<file path="src/rtl/mark_pkg.sv">
// Shared definitions for the Golomb ruler mark evaluators: default widths,
// FSM state encoding and the marks_in slice helper.
package mark_pkg;

  localparam int unsigned W_DEF        = 9;
  localparam int unsigned LW_DEF       = 7;
  localparam int unsigned MAXVALUE_DEF = 500;
  localparam int unsigned MARKS_MAX    = 1024;

  typedef enum logic [1:0] {
    ST_IDLE,
    ST_STEP,
    ST_CHECK,
    ST_REPORT
  } state_e;

  // m[0] sits in the most significant slice, m[npos] in the least significant.
  function automatic logic [31:0] mark_slice(input logic [MARKS_MAX-1:0] flat,
                                             input int unsigned         w,
                                             input int unsigned         npos,
                                             input int unsigned         i);
    return 32'(flat >> ((npos - i) * w)) & ((32'd1 << w) - 32'd1);
  endfunction

endpackage

</file>
<file path="src/rtl/mark_leaf_seq_if.sv">
// Request/response bundle between the search controller and a last-mark evaluator.
interface mark_leaf_seq_if #(
    parameter int W            = 9,
    parameter int LW           = 7,
    parameter int NUMPOSITIONS = 5,
    parameter int MAXVALUE     = 500,
    parameter int CW           = 16
) ();

    logic                           start;
    logic                           load;
    logic [W-1:0]                   resetvalue;
    logic [W-1:0]                   startvalue;
    logic [W-1:0]                   limit;
    logic [LW-1:0]                  enabled;
    logic [MAXVALUE:0]              distances;
    logic [(NUMPOSITIONS+1)*W-1:0]  marks_in;

    logic                           ready;
    logic                           done;
    logic [W-1:0]                   val;
    logic [LW-1:0]                  nextEnabled;
    logic                           success;
    logic [CW-1:0]                  found_count;

    modport master (
        output start, load, resetvalue, startvalue, limit, enabled, distances, marks_in,
        input  ready, done, val, nextEnabled, success, found_count
    );

    modport slave (
        input  start, load, resetvalue, startvalue, limit, enabled, distances, marks_in,
        output ready, done, val, nextEnabled, success, found_count
    );

endinterface

</file>
<file path="src/rtl/mark_dist_check.sv">
// Registered difference hash with a single-cycle conflict test of val-mark
// against the sampled distance set and the differences already accepted.
module mark_dist_check #(
    parameter int W        = 9,
    parameter int MAXVALUE = 500
) (
    input  logic              clock,
    input  logic              reset,
    input  logic              clear_i,
    input  logic              set_i,
    input  logic [W-1:0]      val_i,
    input  logic [W-1:0]      mark_i,
    input  logic [MAXVALUE:0] dist_i,
    output logic              conflict_o
);

    localparam int unsigned IW = $clog2(MAXVALUE + 1);

    logic [MAXVALUE:0] hash_q, hash_d;
    logic [W-1:0]      diff;
    logic              in_range;
    logic [IW-1:0]     idx;

    // NOTE: every variable written in a combinational block gets a default first, so no latch is inferred.
    always_comb begin
        diff       = val_i - mark_i;
        in_range   = 32'(diff) <= 32'(MAXVALUE);
        idx        = in_range ? IW'(diff) : '0;
        conflict_o = (mark_i >= val_i) || !in_range || dist_i[idx] || hash_q[idx];
    end

    always_comb begin
        hash_d = hash_q;
        if (clear_i) begin
            hash_d = '0;
        end else if (set_i) begin
            hash_d[idx] = 1'b1;
        end
    end

    // NOTE: the hash is a flop array, not RAM, so it is cleared by reset like any other state.
    always_ff @(posedge clock or negedge reset) begin
        if (!reset) begin
            hash_q <= '0;
        end else begin
            hash_q <= hash_d;
        end
    end

endmodule

</file>
<file path="src/rtl/mark_leaf_seq.sv">
// Sequential last-mark evaluator: steps the final mark, checks one earlier mark
// per cycle and reports success, stay or backtrack through a start/done handshake.
module mark_leaf_seq
    import mark_pkg::*;
#(
    parameter int W            = W_DEF,
    parameter int LW           = LW_DEF,
    parameter int LEVEL        = 5,
    parameter int NUMPOSITIONS = 5,
    parameter int MAXVALUE     = MAXVALUE_DEF,
    parameter int AUTO_ADVANCE = 0,
    parameter int CW           = 16
) (
    input logic             clock,
    input logic             reset,
    mark_leaf_seq_if.slave  bus
);

    localparam int unsigned MW = (NUMPOSITIONS + 1) * W;

    state_e            state_q, state_d;
    logic [W-1:0]      val_q, val_d;
    logic [W-1:0]      limit_q, limit_d;
    logic [LW-1:0]     next_en_q, next_en_d;
    logic [LW-1:0]     idx_q, idx_d;
    logic              success_q, success_d;
    logic              pass_q, pass_d;
    logic [CW-1:0]     found_q, found_d;
    logic [MAXVALUE:0] dist_q, dist_d;
    logic [MW-1:0]     marks_q, marks_d;

    logic [W:0]        cand;
    logic [W-1:0]      mark_cur;
    logic              hash_clear;
    logic              hash_set;
    logic              conflict;

    assign mark_cur = W'(mark_slice(MARKS_MAX'(marks_q), W, NUMPOSITIONS, 32'(idx_q)));
    assign cand     = (val_q == '0) ? {1'b0, bus.startvalue} : {1'b0, val_q} + (W+1)'(1);

    mark_dist_check #(
        .W        (W),
        .MAXVALUE (MAXVALUE)
    ) u_dist_check (
        .clock      (clock),
        .reset      (reset),
        .clear_i    (hash_clear),
        .set_i      (hash_set),
        .val_i      (val_q),
        .mark_i     (mark_cur),
        .dist_i     (dist_q),
        .conflict_o (conflict)
    );

    // NOTE: sequential state uses non-blocking assignments so every flop samples pre-edge values.
    always_ff @(posedge clock or negedge reset) begin
        if (!reset) begin
            state_q   <= ST_IDLE;
            val_q     <= '0;
            limit_q   <= '0;
            next_en_q <= LW'(LEVEL);
            idx_q     <= '0;
            success_q <= 1'b0;
            pass_q    <= 1'b0;
            found_q   <= '0;
            dist_q    <= '0;
            marks_q   <= '0;
        end else begin
            state_q   <= state_d;
            val_q     <= val_d;
            limit_q   <= limit_d;
            next_en_q <= next_en_d;
            idx_q     <= idx_d;
            success_q <= success_d;
            pass_q    <= pass_d;
            found_q   <= found_d;
            dist_q    <= dist_d;
            marks_q   <= marks_d;
        end
    end

    always_comb begin
        state_d    = state_q;
        val_d      = val_q;
        limit_d    = limit_q;
        next_en_d  = next_en_q;
        idx_d      = idx_q;
        success_d  = success_q;
        pass_d     = pass_q;
        found_d    = found_q;
        dist_d     = dist_q;
        marks_d    = marks_q;
        hash_clear = 1'b0;
        hash_set   = 1'b0;

        case (state_q)
            ST_IDLE: begin
                if (bus.load) begin
                    val_d     = bus.resetvalue;
                    next_en_d = bus.enabled;
                end else if (bus.start) begin
                    success_d = 1'b0;
                    state_d   = ST_STEP;
                    // A request for another level is passed through; STEP only delays it.
                    if (bus.enabled != LW'(LEVEL)) begin
                        pass_d    = 1'b1;
                        next_en_d = bus.enabled;
                    end else begin
                        pass_d  = 1'b0;
                        limit_d = bus.limit;
                        dist_d  = bus.distances;
                        marks_d = bus.marks_in;
                    end
                end
            end

            ST_STEP: begin
                if (pass_q) begin
                    state_d = ST_REPORT;
                end else if (cand[W] || (cand[W-1:0] > limit_q)) begin
                    val_d     = '0;
                    next_en_d = LW'(LEVEL - 1);
                    success_d = 1'b0;
                    state_d   = ST_REPORT;
                end else begin
                    val_d = cand[W-1:0];
                    if (LEVEL == 1) begin
                        success_d = 1'b1;
                        next_en_d = LW'(LEVEL);
                        state_d   = ST_REPORT;
                    end else begin
                        hash_clear = 1'b1;
                        idx_d      = LW'(1);
                        state_d    = ST_CHECK;
                    end
                end
            end

            ST_CHECK: begin
                if (!conflict) begin
                    hash_set = 1'b1;
                    if (idx_q == LW'(LEVEL - 1)) begin
                        success_d = 1'b1;
                        next_en_d = LW'(LEVEL);
                        state_d   = ST_REPORT;
                    end else begin
                        idx_d = idx_q + LW'(1);
                    end
                end else if (AUTO_ADVANCE != 0) begin
                    state_d = ST_STEP;
                end else begin
                    success_d = 1'b0;
                    next_en_d = LW'(LEVEL);
                    state_d   = ST_REPORT;
                end
            end

            ST_REPORT: begin
                if (success_q && !(&found_q)) begin
                    found_d = found_q + CW'(1);
                end
                state_d = ST_IDLE;
            end

            default: state_d = ST_IDLE;
        endcase
    end

    always_comb begin
        bus.ready       = (state_q == ST_IDLE);
        bus.done        = (state_q == ST_REPORT);
        bus.val         = val_q;
        bus.nextEnabled = next_en_q;
        bus.success     = success_q;
        bus.found_count = found_q;
    end

endmodule

</file>
<file path="src/flat_wrapper.sv">
// flat-port wrapper written by rule: the top's interface ports become plain ports
module mark_leaf_seq_flat import mark_pkg::*;
#(
    parameter int W            = W_DEF,
    parameter int LW           = LW_DEF,
    parameter int LEVEL        = 5,
    parameter int NUMPOSITIONS = 5,
    parameter int MAXVALUE     = MAXVALUE_DEF,
    parameter int AUTO_ADVANCE = 0,
    parameter int CW           = 16
)
  (clock, reset, bus_start, bus_load, bus_resetvalue, bus_startvalue, bus_limit, bus_enabled, bus_distances, bus_marks_in, bus_ready, bus_done, bus_val, bus_nextEnabled, bus_success, bus_found_count);
  mark_leaf_seq_if #(.W(W), .LW(LW), .NUMPOSITIONS(NUMPOSITIONS), .MAXVALUE(MAXVALUE), .CW(CW)) bus_i ();
  input logic clock;
  input logic reset;
  input wire logic [$bits(bus_i.start)-1:0] bus_start;
  input wire logic [$bits(bus_i.load)-1:0] bus_load;
  input wire logic [$bits(bus_i.resetvalue)-1:0] bus_resetvalue;
  input wire logic [$bits(bus_i.startvalue)-1:0] bus_startvalue;
  input wire logic [$bits(bus_i.limit)-1:0] bus_limit;
  input wire logic [$bits(bus_i.enabled)-1:0] bus_enabled;
  input wire logic [$bits(bus_i.distances)-1:0] bus_distances;
  input wire logic [$bits(bus_i.marks_in)-1:0] bus_marks_in;
  output wire logic [$bits(bus_i.ready)-1:0] bus_ready;
  output wire logic [$bits(bus_i.done)-1:0] bus_done;
  output wire logic [$bits(bus_i.val)-1:0] bus_val;
  output wire logic [$bits(bus_i.nextEnabled)-1:0] bus_nextEnabled;
  output wire logic [$bits(bus_i.success)-1:0] bus_success;
  output wire logic [$bits(bus_i.found_count)-1:0] bus_found_count;
  assign bus_i.start = bus_start;
  assign bus_i.load = bus_load;
  assign bus_i.resetvalue = bus_resetvalue;
  assign bus_i.startvalue = bus_startvalue;
  assign bus_i.limit = bus_limit;
  assign bus_i.enabled = bus_enabled;
  assign bus_i.distances = bus_distances;
  assign bus_i.marks_in = bus_marks_in;
  assign bus_ready = bus_i.ready;
  assign bus_done = bus_i.done;
  assign bus_val = bus_i.val;
  assign bus_nextEnabled = bus_i.nextEnabled;
  assign bus_success = bus_i.success;
  assign bus_found_count = bus_i.found_count;
  mark_leaf_seq #(.W(W), .LW(LW), .LEVEL(LEVEL), .NUMPOSITIONS(NUMPOSITIONS), .MAXVALUE(MAXVALUE), .AUTO_ADVANCE(AUTO_ADVANCE), .CW(CW)) u_core (.clock(clock), .reset(reset), .bus(bus_i));
endmodule
</file>
<file path="config.mk">
export PLATFORM = sky130hd
export DESIGN_NAME = mark_leaf_seq_flat
export DESIGN_NICKNAME = d
export VERILOG_FILES = /design/src/rtl/mark_pkg.sv /design/src/rtl/mark_leaf_seq_if.sv /design/src/rtl/mark_dist_check.sv /design/src/rtl/mark_leaf_seq.sv /design/src/flat_wrapper.sv
export SDC_FILE = /design/constraint.sdc
export NUM_CORES = 2
export LEC_CHECK = 0
export ABC_CLOCK_PERIOD_IN_PS = 12200
export CAP_MARGIN = 15
export CORE_MARGIN = 3
export CORE_UTILIZATION = 53
export DETAILED_ROUTE_END_ITERATION = 12
export GPL_ROUTABILITY_DRIVEN = 1
export MAX_ROUTING_LAYER = met4
export PLACE_DENSITY = 0.78
export SLEW_MARGIN = 20
export SYNTH_ARGS = -nofsm -noshare
export SYNTH_HDL_FRONTEND = slang
export SYNTH_SLANG_ARGS = --single-unit
export TNS_END_PERCENT = 30
</file>
<file path="constraint.sdc">
create_clock -name clock -period 12.2 [get_ports clock]
set_clock_uncertainty 0.15 [all_clocks]
set_input_delay 1.22 -clock clock [delete_from_list [all_inputs] [get_ports clock]]
set_output_delay 1.22 -clock clock [all_outputs]
set_load 0.02 [all_outputs]
</file>
==> summary.md <==
| Metric | Value |
|---|---|
| Status | completed |
| Row count | 114 |
| Synth area leaders | dfrtp_1, mux2_2, a22o_1, nor2_1, mux4_2 |
| Hold Crit Class | reg2reg |
| Worst setup SP type | register |
| Antenna violations before repair | 35 |
| Slowest stage delay, CP | 0.75 ns |
| Remaining global-route overflow | 0 |
| Largest net degree at the start of global routing | 188 |
| Hold slack | 0.325 ns |
| Cells after synthesis | 4540 |
| Layout cells sized above 1 | 0.200 |
| Share of the synthesized area in the top cell type | 0.528 |
| Routed vias/inst | 6.64 |
| CTS sink cnt | 1108 |
| Placeable Area | 97400 µm² |
| Clock period minus worst slack | 11.55 ns |
| Vias in the first global route | 43300 |
| Final ANT Viol Nets | 0 |
| Pre-CTS setup slack | 0.499 ns |
| CTS Root Buffer Type | clkbuf_16 |
| CTS Hold Buffers Added | 0 |
| Synth Net Count | 5184 |
| Synth async-reset ratio | 1.00 |
| Non-Filler Instances | 6454 |
| GRT Util Overall | 0.364 |
| Lkg Pwr | 0.0295 µW |
| Worst-skew pair later-pin latency | 0.72 ns |
| CTS Buf Count | 115 |
| Detailed Route WL | 184000 µm |
| Synth area leader | dfrtp_1 |
| CTS max path bufs | 3 |
| Post-route worst setup slack | 0.655 ns |
| Critical-path maximum fanout | 41 |
| Final-layout fill cell count | 7299 |
| CP dominant cell by count | ha_1 |
| DR vias | 42800 |
| Seq/Total Area, Yosys | 0.529 |
| Area Growth Syn to Fin | 22.9% |
| Worst Path Required | 12.69 ns |
| VDD IR max | 431 µV |
| Final hold violation count | 0 |
| RSZ-0062 raised after global routing | false |
| Synth Cell Area | 52400 µm² |
| Dpl cell area | 60100 µm² |
| Crit end category | register |
| Distinct cells, synth | 88 |
| Slew margin rel. | 0.252 |
| Top cells by count, synth | dfrtp_1, mux2_2, nor2_1 |
| IO buf count | 627 |
| Most numerous cell in the Yosys netlist | dfrtp_1 |
| Mean Syn Cell Area | 11.5 µm² |
| Final Cycle Share | 0.946 |
| Final Net Count | 5688 |
| Starting Density | 0.538 |
| Avg WL per Cell | 28.6 µm |
| I/O pin count | 628 |
| Clock-pin slew on the worst setup and hold paths | 0.06 ns |
| Number of max-cap violations | 0 |
| Initial drt markers | 5510 |
| Die ar. | 103000 µm² |
| Die X-Extent | 320 µm |
| Yosys reg bits | 1108 |
| Design area | 64400 µm² |
| Final core utilization | 0.661 |
| First-pass GRT wire length | 274000 µm |
| Finish-stage setup viols | 0 |
| Actual slew at the worst max-slew pin | 1.12 ns |
| CP max-delay cell | or4_1 |
| CTS H-tree lvls | 3 |
| Max Slew Vio Count | 0 |
| # DRC | 0 |
| Power Density | 311 nW/µm² |
| CTS tree | yes |
| Number of synthesized flops with an enable pin | 0 |
| Critical path class | reg2reg |
| Placed Cells | 6196 |
| Main synth FF type | dfrtp_1 |
| Dpl hpwl | 127000 µm |
| Crit path DAT | 12.04 ns |
| Die H | 320 µm |
| GP Congestion | 1.01 |
| Yosys warning total | 0 |
| Pre-Repair DR Iteration Count | 6 |
| Max Clock Freq | 0.0866 GHz |
[cell families (layout without fill, tap and decap cells)]
kind of cell | after synthesis | count (layout) | share of synthesized area
and+or+nand+nor | 1056 | 1057 | 0.0919
AOI/OAI and AO/OA | 1146 | 1146 | 0.159
muxes | 757 | 757 | 0.171
other | 0 | 35 | 0
buffers and inverters | 387 | 989 | 0.0296
xor gates and xnor gates | 35 | 35 | 0.00599
adders and majority gates | 51 | 51 | 0.0125
DFF | 1108 | 1108 | 0.529
[routing by layer]
| layer | vias to the layer above | global-route usage | share of wire |
|---|---|---|---|
| li1 | 18000 | - | - |
| met1 | 21400 | 0.449 | 0.37 |
| met2 | 2694 | 0.545 | 0.46 |
| met3 | 680 | 0.0977 | 0.11 |
| met4 | 0 | 0.204 | 0.064 |
| met5 | - | - | 0 |
[where the power goes]
group          internal (µW)  total (µW)  switching (µW)
clock                   2210        3750            1540
sequential              4200        4570             368
combinational           3320       11700            8400
[per-stage QoR]
step / setup TNS [ns] / total power (µW)
3_5_place_dp: 0 / 15600
2_1_floorplan: 0 / 10600
6_report: 0 / 20000
5_1_grt: 0 / 20500
4_1_cts: 0 / 19400
3_3_place_gp: -1.11 / 15500
[sequential cells by signal (all words and copies together), names as in the netlist]
| register | flops |
|---|---|
| u_core.bus.nextEnabled | 7 |
| u_core.state_q | 2 |
| u_core.idx_q | 7 |
| u_core.marks_q | 54 |
| u_core.dist_q | 501 |
| u_core.pass_q | 1 |
| u_core.limit_q | 9 |
| u_core.u_dist_check.hash_q | 501 |
| u_core.bus.found_count | 16 |
| u_core.bus.val | 9 |
| u_core.bus.success | 1 |
[critical path: cells and delay by family (launching register included)]
family / cells / cell delay [ns]
AOI/OAI and AO/OA: 13 / 3.02
adders and majority gates: 4 / 1.51
DFF: 1 / 0.49
xor gates and xnor gates: 1 / 0.48
and+or+nand+nor: 14 / 4.06
buffers and inverters: 5 / 1.73
[placed cells by master, fill, tap and decap left out, types with 23 or more instances in the layout]
| master | synthesis | layout |
|---|---|---|
| buf_4 | 11 | 92 |
| a211oi_1 | 64 | 64 |
| nor2b_1 | 24 | 23 |
| inv_1 | 36 | 35 |
| a32o_1 | 65 | 65 |
| nand2_1 | 303 | 301 |
| o211ai_1 | 30 | 30 |
| or3_1 | 50 | 50 |
| nand3_1 | 69 | 66 |
| diode_2 | 0 | 35 |
| nand4_1 | 28 | 28 |
| clkbuf_16 | 0 | 116 |
| ha_1 | 49 | 48 |
| o311ai_0 | 27 | 27 |
| mux2_2 | 605 | 605 |
| a21oi_1 | 179 | 179 |
| o22ai_1 | 46 | 46 |
| mux2i_1 | 100 | 100 |
| o21ai_0 | 204 | 203 |
| a22o_1 | 322 | 322 |
| nor2_1 | 327 | 320 |
| dfrtp_1 | 1106 | 1105 |
| nor3_1 | 162 | 160 |
| mux4_2 | 52 | 52 |
| clkdlybuf4s50_1 | 0 | 626 |
| a31oi_1 | 27 | 23 |
[cell type report]
cell class	count	area, µm²	share of cell area
antenna	35	87.6	0.00136
clock buffer	155	3270	0.0508
clock inverter	61	793	0.0123
inverter	36	135	0.00210
multi-input combinational	3046	23500	0.365
sequential	1108	27700	0.431
tap	1276	1600	0.0248
timing repair buffer	737	7320	0.114
[path summary, 6_finish.rpt]
path                                                                   from                                          end  slack [ns]  cells past startpoint
worst max-delay path                            u_core.idx_q[3]$_DFFE_PN0P_  u_core.u_dist_check.hash_q[243]$_DFFE_PN0P_        0.66                     37
worst min-delay path            u_core.u_dist_check.hash_q[196]$_DFFE_PN0P_  u_core.u_dist_check.hash_q[196]$_DFFE_PN0P_        0.32                      2
worst max register to register                  u_core.idx_q[3]$_DFFE_PN0P_  u_core.u_dist_check.hash_q[243]$_DFFE_PN0P_        0.66                     37
worst min register to register  u_core.u_dist_check.hash_q[196]$_DFFE_PN0P_  u_core.u_dist_check.hash_q[196]$_DFFE_PN0P_        0.32                      2
max in group asynchronous                                             reset               u_core.dist_q[138]$_DFFE_PN0P_        9.10                      3
min in group asynchronous                                             reset               u_core.dist_q[239]$_DFFE_PN0P_        0.36                      1
[repair_timing]
action	in CTS	in global routing
setup buffers	0	4
setup endpoints to repair	0	435
resized for setup	0	4
No activity file was read; power rests on OpenSTA's default activity.
